File: config.mk
export PLATFORM = sky130hd
export DESIGN_NAME = clk_switch_ctrl
export DESIGN_NICKNAME = d
export VERILOG_FILES = /design/src/rtl/clk_switch_ctrl.sv
export SDC_FILE = /design/constraint.sdc
export NUM_CORES = 1
export LEC_CHECK = 0
export ABC_AREA = 1
export CAP_MARGIN = 20
export CORE_MARGIN = 5
export CORE_UTILIZATION = 40
export DETAILED_ROUTE_END_ITERATION = 8
export GPL_TIMING_DRIVEN = 0
export PLACE_DENSITY = 0.59
export SLEW_MARGIN = 20
export SYNTH_ARGS = -nofsm -noshare
export SYNTH_HDL_FRONTEND = slang
export SYNTH_SLANG_ARGS = --single-unit
export TNS_END_PERCENT = 20
File: constraint.sdc
create_clock -name MCLK_FPGA -period 3.75 [get_ports MCLK_FPGA]
set_input_delay 1.125 -clock MCLK_FPGA [delete_from_list [all_inputs] [get_ports MCLK_FPGA]]
set_output_delay 1.125 -clock MCLK_FPGA [all_outputs]
set_load 0.05 [all_outputs]
File: src/rtl/clk_switch_ctrl.sv
// 33 MHz clock-source sequencer: qualifies the LPC clock and steps every source change
// through a gated window so the downstream mux only ever switches while its output is off.
module clk_switch_ctrl #(
  parameter int unsigned LOSS_CYCLES = 16,
  parameter int unsigned QUAL_EDGES  = 64,
  parameter int unsigned GATE_CYCLES = 4
) (
  input  logic       MCLK_FPGA,
  input  logic       HARD_nRESETi,
  input  logic       LpcClkTgl,
  input  logic       ForceOsc,
  input  logic       LossClr,
  output logic       bSelLpc,
  output logic       bClkGate,
  output logic       bLpcClkOff,
  output logic       bSwitchBusy,
  output logic [7:0] LossCnt,
  output logic [2:0] StateOut
);

  typedef enum logic [2:0] {
    StOscRun    = 3'd0,
    StQualify   = 3'd1,
    StGateToLpc = 3'd2,
    StLpcRun    = 3'd3,
    StGateToOsc = 3'd4
  } state_e;

  localparam logic [7:0] LossLim  = 8'(LOSS_CYCLES);
  localparam logic [7:0] QualLast = 8'(QUAL_EDGES - 1);
  localparam logic [3:0] GateLast = 4'(GATE_CYCLES - 1);

  state_e     stateQ, stateD;
  logic [2:0] syncQ;
  logic [7:0] idleCntQ;
  logic [7:0] qualCntQ, qualCntD;
  logic [3:0] gateCntQ, gateCntD;
  logic       selLpcQ, selLpcD;
  logic       clkGateQ, clkGateD;
  logic [7:0] lossCntQ, lossCntD;
  logic       act;
  logic       lpcAlive;

  // syncQ[0] is the metastability-catching stage; Act is an edge of the settled stages.
  assign act      = syncQ[1] ^ syncQ[2];
  assign lpcAlive = (idleCntQ < LossLim);

  always_ff @(posedge MCLK_FPGA or negedge HARD_nRESETi) begin
    if (!HARD_nRESETi) begin
      syncQ    <= 3'b000;
      idleCntQ <= 8'd0;
    end else begin
      syncQ <= {syncQ[1:0], LpcClkTgl};
      if (act) begin
        idleCntQ <= 8'd0;
      end else if (idleCntQ < LossLim) begin
        idleCntQ <= idleCntQ + 8'd1;
      end
    end
  end

  always_ff @(posedge MCLK_FPGA or negedge HARD_nRESETi) begin
    if (!HARD_nRESETi) begin
      stateQ   <= StOscRun;
      qualCntQ <= 8'd0;
      gateCntQ <= 4'd0;
      selLpcQ  <= 1'b0;
      clkGateQ <= 1'b0;
      lossCntQ <= 8'd0;
    end else begin
      stateQ   <= stateD;
      qualCntQ <= qualCntD;
      gateCntQ <= gateCntD;
      selLpcQ  <= selLpcD;
      clkGateQ <= clkGateD;
      lossCntQ <= lossCntD;
    end
  end

  always_comb begin
    stateD   = stateQ;
    qualCntD = qualCntQ;
    gateCntD = gateCntQ;
    selLpcD  = selLpcQ;
    clkGateD = clkGateQ;
    // Clear takes effect before any same-cycle increment.
    lossCntD = LossClr ? 8'd0 : lossCntQ;

    case (stateQ)
      StOscRun: begin
        if (act && !ForceOsc) begin
          stateD   = StQualify;
          qualCntD = 8'd1;
        end
      end
      StQualify: begin
        if (ForceOsc || !lpcAlive) begin
          stateD   = StOscRun;
          qualCntD = 8'd0;
        end else if (act) begin
          if (qualCntQ == QualLast) begin
            stateD   = StGateToLpc;
            qualCntD = 8'd0;
            clkGateD = 1'b1;
            gateCntD = 4'd0;
          end else begin
            qualCntD = qualCntQ + 8'd1;
          end
        end
      end
      StGateToLpc, StGateToOsc: begin
        // Gate window runs to completion regardless of force, loss or clear.
        if (gateCntQ == 4'd1) begin
          selLpcD = (stateQ == StGateToLpc);
        end
        if (gateCntQ == GateLast) begin
          stateD   = (stateQ == StGateToLpc) ? StLpcRun : StOscRun;
          clkGateD = 1'b0;
          gateCntD = 4'd0;
        end else begin
          gateCntD = gateCntQ + 4'd1;
        end
      end
      StLpcRun: begin
        if (!lpcAlive || ForceOsc) begin
          stateD   = StGateToOsc;
          clkGateD = 1'b1;
          gateCntD = 4'd0;
          if (!lpcAlive && (lossCntD != 8'hFF)) begin
            lossCntD = lossCntD + 8'd1;
          end
        end
      end
      default: begin
        stateD   = StOscRun;
        selLpcD  = 1'b0;
        clkGateD = 1'b0;
        gateCntD = 4'd0;
        qualCntD = 8'd0;
      end
    endcase
  end

  assign bSelLpc     = selLpcQ;
  assign bClkGate    = clkGateQ;
  assign bLpcClkOff  = ~selLpcQ;
  assign bSwitchBusy = (stateQ == StGateToLpc) || (stateQ == StGateToOsc);
  assign LossCnt     = lossCntQ;
  assign StateOut    = stateQ;

endmodule

==> impl_metrics.csv <==
group,metric,value,unit
placed_design,gp_congestion,0.824,
job,max-cap-violations,0,
setup_path,r2r_setup_slack,1.93,ns
clock_tree,numCtsBuffers,5,
grt,grt_pass1_vias,1699,
synthesis,synth_top_area_frac,0.413,
power,swShare,0.447,
synthesis,syn_area,2180,µm²
timing,slew_viol_final,0,
power,p_clk_frac,0.222,
timing,fin_crit,3.22,ns
synthesis,yosysTopAreaCell,"dfrtp_1",
final_layout,drive_above_1_share,0.159,
placed_design,hpwlAfterDp,3.23,mm
drt,drt_iter0_drc,79,
setup_path,cp.arrival,2.10,ns
clock_tree,path_clk_slew,0.08,ns
clock_tree,cts_tree,"yes",
grt,grt_overflow,0,
die,io-pin-count,20,
worst_hold_path,hold_depth,0,
synthesis,ys_types,30,
final_layout,insertedDiodeCount,0,
setup_path,start_kind,"register",
drt,drcViolationCount,0,
setup_path,endpoint_kind,"primary output",
power,seqPwrFrac,0.325,
setup_path,worst-path-max-fanout,7,
timing,hold_slack,0.358,ns
drt,firstDrtPassIters,4,
die,initial_core_util,0.419,
grt,grt_pass1_wl,7.80,mm
drt,finalWirelength,4.29,mm
drt,dr_total_vias,1772,
worst_hold_path,hp-class,"register to register",
clock_tree,cts_sinks,36,
final_layout,fin_area,2590,µm²
timing,fin_ws,0.527,ns
synthesis,synth-seq-area-share,0.413,
die,die_x,83.8,µm
clock_tree,cts_root_buffer,"clkbuf_8",
power,pwr-share-comb,0.453,
setup_path,r2r-start,"LossCnt[0]",
timing,hold_viol_final,0,
synthesis,ys_seq_elements,36,
synthesis,syn_avg_cell_area,7.76,µm²
drt,wire_per_inst,11.3,µm
timing,fin_setup_tns,0,ns
clock_tree,cts_resized,0,
die,die_h,83.8,µm
power,peakVddDrop,345,µV
setup_path,r2r_cells,11,
placed_design,port_buffers,19,
setup_path,worstSetupPathType,"register to primary output",
power,power.density,605,nW/µm²
synthesis,synthCells,281,
timing,timing.fmax,0.310,GHz
status,status,"finished clean",
timing,finalCritPeriodShare,0.860,
die,num_rows,26,
synthesis,yosys_warnings,0,
timing,rsz0062_at_grt,"no",
worst_hold_path,hp-start,"syncQ[0]",
final_layout,multi_input_area,1090,µm²
grt,grt_usage,0.135,
timing,finalSetupViolCount,0,
final_layout,fin_nets,318,
clock_tree,post_cts_buffers,0,
clock_tree,clk_latency,0.29,ns
grt,grt_max_degree,23,
timing,slew_headroom,0.662,
die,design.die.area,7020,µm²
final_layout,seq_area,901,µm²
power,switchingPower,0.000701,W
drt,antenna_left,0,
clock_tree,clockBufferDepth,2,
placed_design,preCtsSetupSlack,0.623,ns
timing,clock_skew,0.00620,ns
setup_path,reg2reg_to,"LossCnt[3]",
grt,antenna_found_initial,0,
drt,viasPerCell,4.68,
synthesis,synth.area.top_cells,"dfrtp_1 (41%), nand2_1 (15%), inv_1 (6.2%), nand3_1 (5.1%), ha_1 (2.9%)",
setup_path,required,2.62,ns
die,core,5200,µm²
power,leakage,1.28,nW
final_layout,fillerInstances,535,
clock_tree,h-tree-depth,2,
power,internal_power,0.000866,W
placed_design,dpl_cell_area,2480,µm²
timing,worst_pin_slew,0.505,ns
synthesis,synth.net_count,291,
worst_hold_path,hold_end,"syncQ[1]",
clock_tree,holdBufCountCts,0,
final_layout,area_delta_synth_final,18.9,%
-- metrics by stage --
| step | total power, W | instances | utilization |
|---|---|---|---|
| 2_1_floorplan | 0.00104 | 281 | - |
| 4_1_cts | 0.00159 | 379 | 0.498 |
| 3_3_place_gp | 0.00123 | 370 | 0.472 |
| 3_5_place_dp | 0.00123 | 371 | 0.476 |
| 6_report | 0.00157 | 379 | 0.498 |
| 5_1_grt | 0.00170 | 379 | 0.498 |
-- final cells by class --
cell class                 count  share of cell area
timing repair buffer          20              0.0821
buffer                         2             0.00869
clock inverter                 3              0.0164
sequential                    36               0.348
clock buffer                   5              0.0266
tap                           70              0.0338
inverter                      43              0.0623
multi-input combinational    200               0.423
-- flip-flops by register name, summed over array words and instances (netlist names) --
register	count
bClkGate	1
gateCntQ	4
LossCnt	8
StateOut	3
bSelLpc	1
idleCntQ	8
syncQ	3
qualCntQ	8
-- logic make-up (layout without fill, tap and decap cells) --
group / count (synthesis) / count (layout) / synth area share
AOI/OAI and AO/OA: 22 / 22 / 0.0580
DFF: 36 / 36 / 0.413
adders and majority gates: 5 / 5 / 0.0287
and+or+nand+nor: 171 / 171 / 0.404
xor gates and xnor gates: 2 / 2 / 0.0115
buffers and inverters: 45 / 73 / 0.0844
-- how the worst max path moves through the flow --
stage,start,to,slack [ns],depth (start not counted)
5_1_grt,StateOut[1],bSwitchBusy,0.41,5
3_3_place_gp,HARD_nRESETi,qualCntQ[4],0.64,1
6_report,StateOut[1],bSwitchBusy,0.53,4
2_1_floorplan,StateOut[1],bSwitchBusy,1.21,4
4_1_cts,StateOut[1],bSwitchBusy,0.50,4
3_5_place_dp,LossClr,LossCnt[3],0.62,14
-- metal layers --
layer / vias up / GRT usage / wire length (µm)
met5: - / 0 / 0
met4: 0 / 0.0439 / 58
met3: 6 / 0.0336 / 123
met2: 21 / 0.214 / 1940
met1: 799 / 0.181 / 2160
li1: 946 / - / -
-- critical path, cell delays in order, from the launching register on --
cell and delay (ns):
dfrtp_1 0.46, o21ai_0 0.26, nand2_1 0.11, inv_1 0.15
clkdlybuf4s50_1 0.82
-- power groups by stage --
stage / Combinational, W / Sequential [W] / Clock (W)
global route: 0.000798 / 0.000522 / 0.000378
finish: 0.000710 / 0.000509 / 0.000349
detailed placement: 0.000716 / 0.000517 / 0
floorplan: 0.000459 / 0.000582 / 0
global placement: 0.000710 / 0.000517 / 0
CTS: 0.000720 / 0.000509 / 0.000360
-- placed cells by master, fill, tap and decap left out, types with 2 or more instances in the layout --
cell and n:
a21oi_1 3, buf_6 2, clkbuf_8 5, clkdlybuf4s50_1 18, dfrtp_1 36, ha_1 5, inv_1 36, inv_2 7
nand2_1 89, nand2_2 4, nand2_4 3, nand3_1 22, nand3_2 2, nand3b_1 2, nand3b_2 2, nand4_1 10
nor2_1 16, nor2_2 7, nor2_4 5, nor3_1 4, o21ai_0 9, o21ai_1 7
-- cells in the mapped netlist, drive strengths merged --
cell type and count:
nand2 96, inv 43, dfrtp 36, nor2 29, nand3 25, o21ai 17
nand4 11, ha 5, nand3b 4, nor3 4, a21oi 3, buf 2
xor2 2, nor4 1, o211ai 1, o21bai 1, or2 1
Note: power is estimated with default switching activity, not from simulation.
==> patch 1 (same flow settings) <==
Register the output `LossCnt` once more, with the module's reset; this adds one clock of latency there. The other outputs are not delayed to match.
--- a/src/rtl/clk_switch_ctrl.sv
+++ b/src/rtl/clk_switch_ctrl.sv
@@ -145,7 +145,13 @@
   assign bClkGate    = clkGateQ;
   assign bLpcClkOff  = ~selLpcQ;
   assign bSwitchBusy = (stateQ == StGateToLpc) || (stateQ == StGateToOsc);
-  assign LossCnt     = lossCntQ;
+  always_ff @(posedge MCLK_FPGA or negedge HARD_nRESETi) begin
+    if (!HARD_nRESETi) begin
+      LossCnt <= '0;
+    end else begin
+      LossCnt <= lossCntQ;
+    end
+  end
   assign StateOut    = stateQ;
 
 endmodule
Behaviour: no difference found for any inputs over 10 cycles, from zero or initial values and one cycle with HARD_nRESETi low; that may be too few to reach the edited logic, so the function may still have changed.
==> patch 1 against the unedited design <==
Wire length increased by 4.7%. Combinational power increased by 2%. Die area increased by 6.8%. First-iteration DRC count decreased by 24%. Sequential power increased by 23%. Cell count increased by 5.8%. Global-route usage about the same. Worst setup slack got worse by 0.085 ns. Sequential cell count increased by 8. Power increased by 9.6%. Area after synthesis increased by 7.7%. Cell area increased by 6.6%. Non-clock buffer count unchanged. Critical path type unchanged.
==> patch 1: results (changes against the unedited design) <==
Power
  – Maximum VDD drop: 480 uV (was 345 uV)
  – Static Leak: 1.39 nW (was 1.28 nW)

Routing
  – Vias: 1903 (was 1772)
  – Drt total wl: 4490 um (was 4290 um)
  – DR WL met2: 2000 um (was 1940 um)
  – Initial DRC Count: 60 (was 79)
  – Detailed Routing Iterations Pass 1: 5 (was 4)
  – Routed wl met3: 162 um (was 123 um)
  – Met1 wire length: 2290 um (was 2160 um)

Clocking
  – Htree depth: 2 (unchanged)
  – Max Root-Sink Buffers: 2 (unchanged)

Place
  – GP Congestion: 0.798 (was 0.824)
  – DP Wirelength: 3380 um (was 3230 um)

GRT
  – Global Route Usage Sum: 13.5% (about the same)
  – Largest net degree at the start of global routing: 32 (was 23)
  – First-pass GRT wire length: 8140 um (was 7800 um)
  – Vias in the first global route: 1821 (was 1699)

Layout
  – Antenna cells: 0 (unchanged)
  – Layout cells sized above 1: 11.3% (was 15.9%)
  – # fillers: 592 (was 535)
  – Nets: 335 (was 318)

STA
  – Max_slew headroom: 66.7% (was 66.2%)
  – Clock skew: 0.00917 ns (was 0.00620 ns)

Synth
  – Compound-Gate Fraction of Synth Area: 4.79% (was 5.80%)
  – Yosys cell types: 29 (was 30)
  – Sequential fraction of the synthesis area: 46.9% (was 41.3%)
  – Top post-synthesis cells by area: dfrtp_1, nand2_1, nand3_1 (was dfrtp_1, nand2_1, inv_1)
  – Post-synthesis xor/xnor area fraction: 3.68% (was 1.15%)
  – Most frequent cells after synthesis: nand2_1, dfrtp_1, inv_1 (unchanged)
  – Post-Synth Adder-Cell Area: 2.66% (was 2.87%)
  – Syn Nets: 308 (was 291)

Critical path
  – WP data arrival: 2.18 ns (was 2.10 ns)
  – Crit Reg-Reg Startpoint: qualCntQ[0] (was LossCnt[0])

Min path
  – HP Class: reg2reg (unchanged)

Status
  – Status: finished, final reports clean (unchanged)
-- patch 1: cell families (layout without fill, tap and decap cells) --
family,Yosys count,in the layout
compound gates,21,21
xor+xnor,9,9
flops,44,44
simple gates,180,180
buf+inv,39,67
fa+ha+maj,5,5
-- patch 1: worst paths after layout --
path / slack (ns) / to / cells after the start
worst max-delay path: 0.44 / bSwitchBusy / 4
worst min-delay path: 0.35 / syncQ[1] / 0
worst max register to register: 2.11 / StateOut[0] / 8
worst min register to register: 0.35 / syncQ[1] / 0
max in group asynchronous: 2.56 / LossCnt[7] / 2
min in group asynchronous: 0.72 / qualCntQ[3] / 1
-- patch 1: cell type report --
class,instances,share of cell area [%]
clock buffers,5,2.49
plain buffers,2,0.589
well taps,75,3.40
clock inverters,3,1.68
repair buffers,20,7.43
multi-input cells,215,39.4
inverters,37,5.12
flip-flops and latches,44,39.9
-- patch 1: worst max-delay path, delay by kind of cell (launching register included) --
family	cells	cell delay, ns
flops	1	0.47
simple gates	1	0.17
buf+inv	2	0.94
compound gates	1	0.32
-- patch 1: metal layers --
layer	vias to the layer above	global-route usage [%]
li1	1006	-
met1	866	18.3
met2	29	21.3
met3	2	3.23
met4	0	4.25
met5	-	0
-- patch 1: per-stage QoR --
step / cell area, um2 / instances / total power, mW / hold slack [ns] / setup WS [ns]
floorplan: 2350 / 298 / 1.16 / 0.331 / 1.21
global placement: 2630 / 392 / 1.35 / 0.334 / 0.295
detailed placement: 2650 / 393 / 1.36 / 0.337 / 0.681
CTS: 2760 / 401 / 1.74 / 0.357 / 0.410
global route: 2760 / 401 / 1.86 / 0.362 / 0.227
finish: 2760 / 401 / 1.72 / 0.354 / 0.442
-- patch 1: power by group --
group          internal (mW)  switching [mW]  leakage, nW
Clock                  0.201           0.171       0.0548
Combinational          0.240           0.481        0.743
Sequential             0.544          0.0806        0.593
Total                  0.985           0.733         1.39
==> patch 2 (same flow settings) <==
Made on the original files. Set the parameter `QUAL_EDGES` to 32 (it was 64).
--- a/src/rtl/clk_switch_ctrl.sv
+++ b/src/rtl/clk_switch_ctrl.sv
@@ -2,7 +2,7 @@
 // through a gated window so the downstream mux only ever switches while its output is off.
 module clk_switch_ctrl #(
   parameter int unsigned LOSS_CYCLES = 16,
-  parameter int unsigned QUAL_EDGES  = 64,
+  parameter int unsigned QUAL_EDGES  = 32,
   parameter int unsigned GATE_CYCLES = 4
 ) (
   input  logic       MCLK_FPGA,
Behaviour: no difference found for any inputs over 10 cycles, from zero or initial values and one cycle with HARD_nRESETi low; that may be too few to reach the edited logic, so the function may still have changed.
==> patch 2 against the unedited design <==
Global-route usage down 0.084 points. Wire length increased by 0.72%. Worst setup slack improved by 0.099 ns. Hold slack worse by 0.0018 ns. Combinational power up 7.3%. Power up 3.3%. Sequential cell count unchanged. Area after synthesis decreased by 1.1%. Via count up 2.9%. Cell area fell by 1.2%. Critical path depth stayed put. Maximum frequency up 3.2%. Register-to-register slack better by 0.12 ns. Critical path type unchanged.
==> patch 2: results (changes against the unedited design) <==
Critical path
  – Family with the most delay on the worst path: buffers and inverters (unchanged)
  – WP data arrival: 2.00 ns (was 2.10 ns)
  – Crit-path slowest cell: clkdlybuf4s50_1 (unchanged)
  – CP peak stage delay: 0.82 ns (about the same)

Place
  – Pre-CTS setup slack: 0.732 ns (was 0.623 ns)
  – GP Congestion: 0.774 (was 0.824)
  – DP Wirelength: 3220 um (was 3230 um)
  – # port buffers: 19 (unchanged)

Routing
  – Wire length per cell: 11.2 um (was 11.3 um)
  – Initial DRC Count: 56 (was 79)
  – Vias: 1823 (was 1772)
  – Detailed Routing Iterations Pass 1: 4 (unchanged)

STA
  – Max_slew headroom: 66.5% (was 66.2%)
  – Clock skew: 0.00568 ns (was 0.00620 ns)

Synth
  – Most frequent cells after synthesis: nand2_1, dfrtp_1, inv_1 (unchanged)
  – Syn Nets: 297 (was 291)
  – Top post-synthesis cells by area: dfrtp_1, nand2_1, inv_1 (unchanged)
  – Sequential fraction of the synthesis area: 41.8% (was 41.3%)

Power
  – Maximum VDD drop: 423 uV (was 345 uV)
  – Static Leak: 1.27 nW (was 1.28 nW)

Layout
  – Nets: 324 (was 318)
  – # fillers: 510 (was 535)
  – Layout cells sized above 1: 16.2% (was 15.9%)

Clocking
  – Htree depth: 2 (unchanged)
  – Max Root-Sink Buffers: 2 (unchanged)
  – Cts repair resizes: 0 (unchanged)
  – Worst-path clk slew: 0.08 ns (about the same)

GRT
  – Largest net degree at the start of global routing: 31 (was 23)
  – Global Route Usage Sum: 13.4% (was 13.5%)
  – Vias in the first global route: 1713 (was 1699)

Status
  – Status: finished, final reports clean (unchanged)
-- patch 2: where the power goes --
part	internal (mW)	switching, mW	total (mW)
logic	0.252	0.510	0.762
registers	0.446	0.0667	0.512
clock network	0.197	0.148	0.345
total	0.895	0.725	1.62
-- patch 2: cells by family after synthesis --
family	share of synthesized area, %
AO/OA/AOI/OAI	5.46
XOR/XNOR	2.03
adder cells (fa/ha/maj)	2.90
buffers and inverters	9.05
flip-flops	41.8
AND/OR/NAND/NOR	38.8
-- patch 2: per-stage QoR --
| stage | hold slack [ns] | util (%) | std cells | area (um2) | total power, mW |
|---|---|---|---|---|---|
| 2_1_floorplan | 0.331 | - | 287 | 2160 | 1.09 |
| 3_3_place_gp | 0.334 | 47.0 | 376 | 2430 | 1.28 |
| 3_5_place_dp | 0.339 | 47.3 | 377 | 2450 | 1.29 |
| 4_1_cts | 0.358 | 49.5 | 385 | 2560 | 1.64 |
| 5_1_grt | 0.385 | 49.5 | 385 | 2560 | 1.74 |
| 6_report | 0.356 | 49.5 | 385 | 2560 | 1.62 |
-- patch 2: worst paths after layout --
path | endpoint | from | cells past startpoint | slack, ns
setup / recovery | bSwitchBusy | StateOut[0] | 4 | 0.63
hold / removal | syncQ[1] | syncQ[0] | 0 | 0.36
setup reg to reg | LossCnt[7] | LossCnt[0] | 12 | 2.05
hold reg to reg | syncQ[1] | syncQ[0] | 0 | 0.36
max in group asynchronous | LossCnt[1] | HARD_nRESETi | 2 | 2.67
min in group asynchronous | idleCntQ[2] | HARD_nRESETi | 1 | 0.67
-- patch 2: worst reg2reg max path: stages, from the launching register on --
cell and delay, ns:
dfrtp_1 0.37, inv_1 0.04, nor2_1 0.15, ha_1 0.20, nand3_1 0.08, nor2_1 0.19
nand2_1 0.16, nand2_1 0.15, inv_1 0.05, nand2_1 0.06, nand2_1 0.04, nand2_1 0.05
nand2_1 0.05
-- patch 2: area by class of cell --
class | count | area [um2] | area share (%)
Multi-Input combinational cell | 203 | 1060 | 41.4
Clock buffer | 5 | 68.8 | 2.69
Inverter | 47 | 184 | 7.18
Clock inverter | 3 | 42.5 | 1.66
Timing Repair Buffer | 20 | 205 | 8.02
Sequential cell | 36 | 901 | 35.2
Buffer | 1 | 11.3 | 0.440
Tap cell | 70 | 87.6 | 3.42
-- patch 2: routing by layer --
metal / GRT usage (%) / up-vias / share of wire [%]
met5: 0 / - / 0
met4: 5.26 / 0 / 1.5
met3: 3.07 / 6 / 3.5
met2: 20.8 / 25 / 45
met1: 18.2 / 834 / 50
li1: - / 958 / -
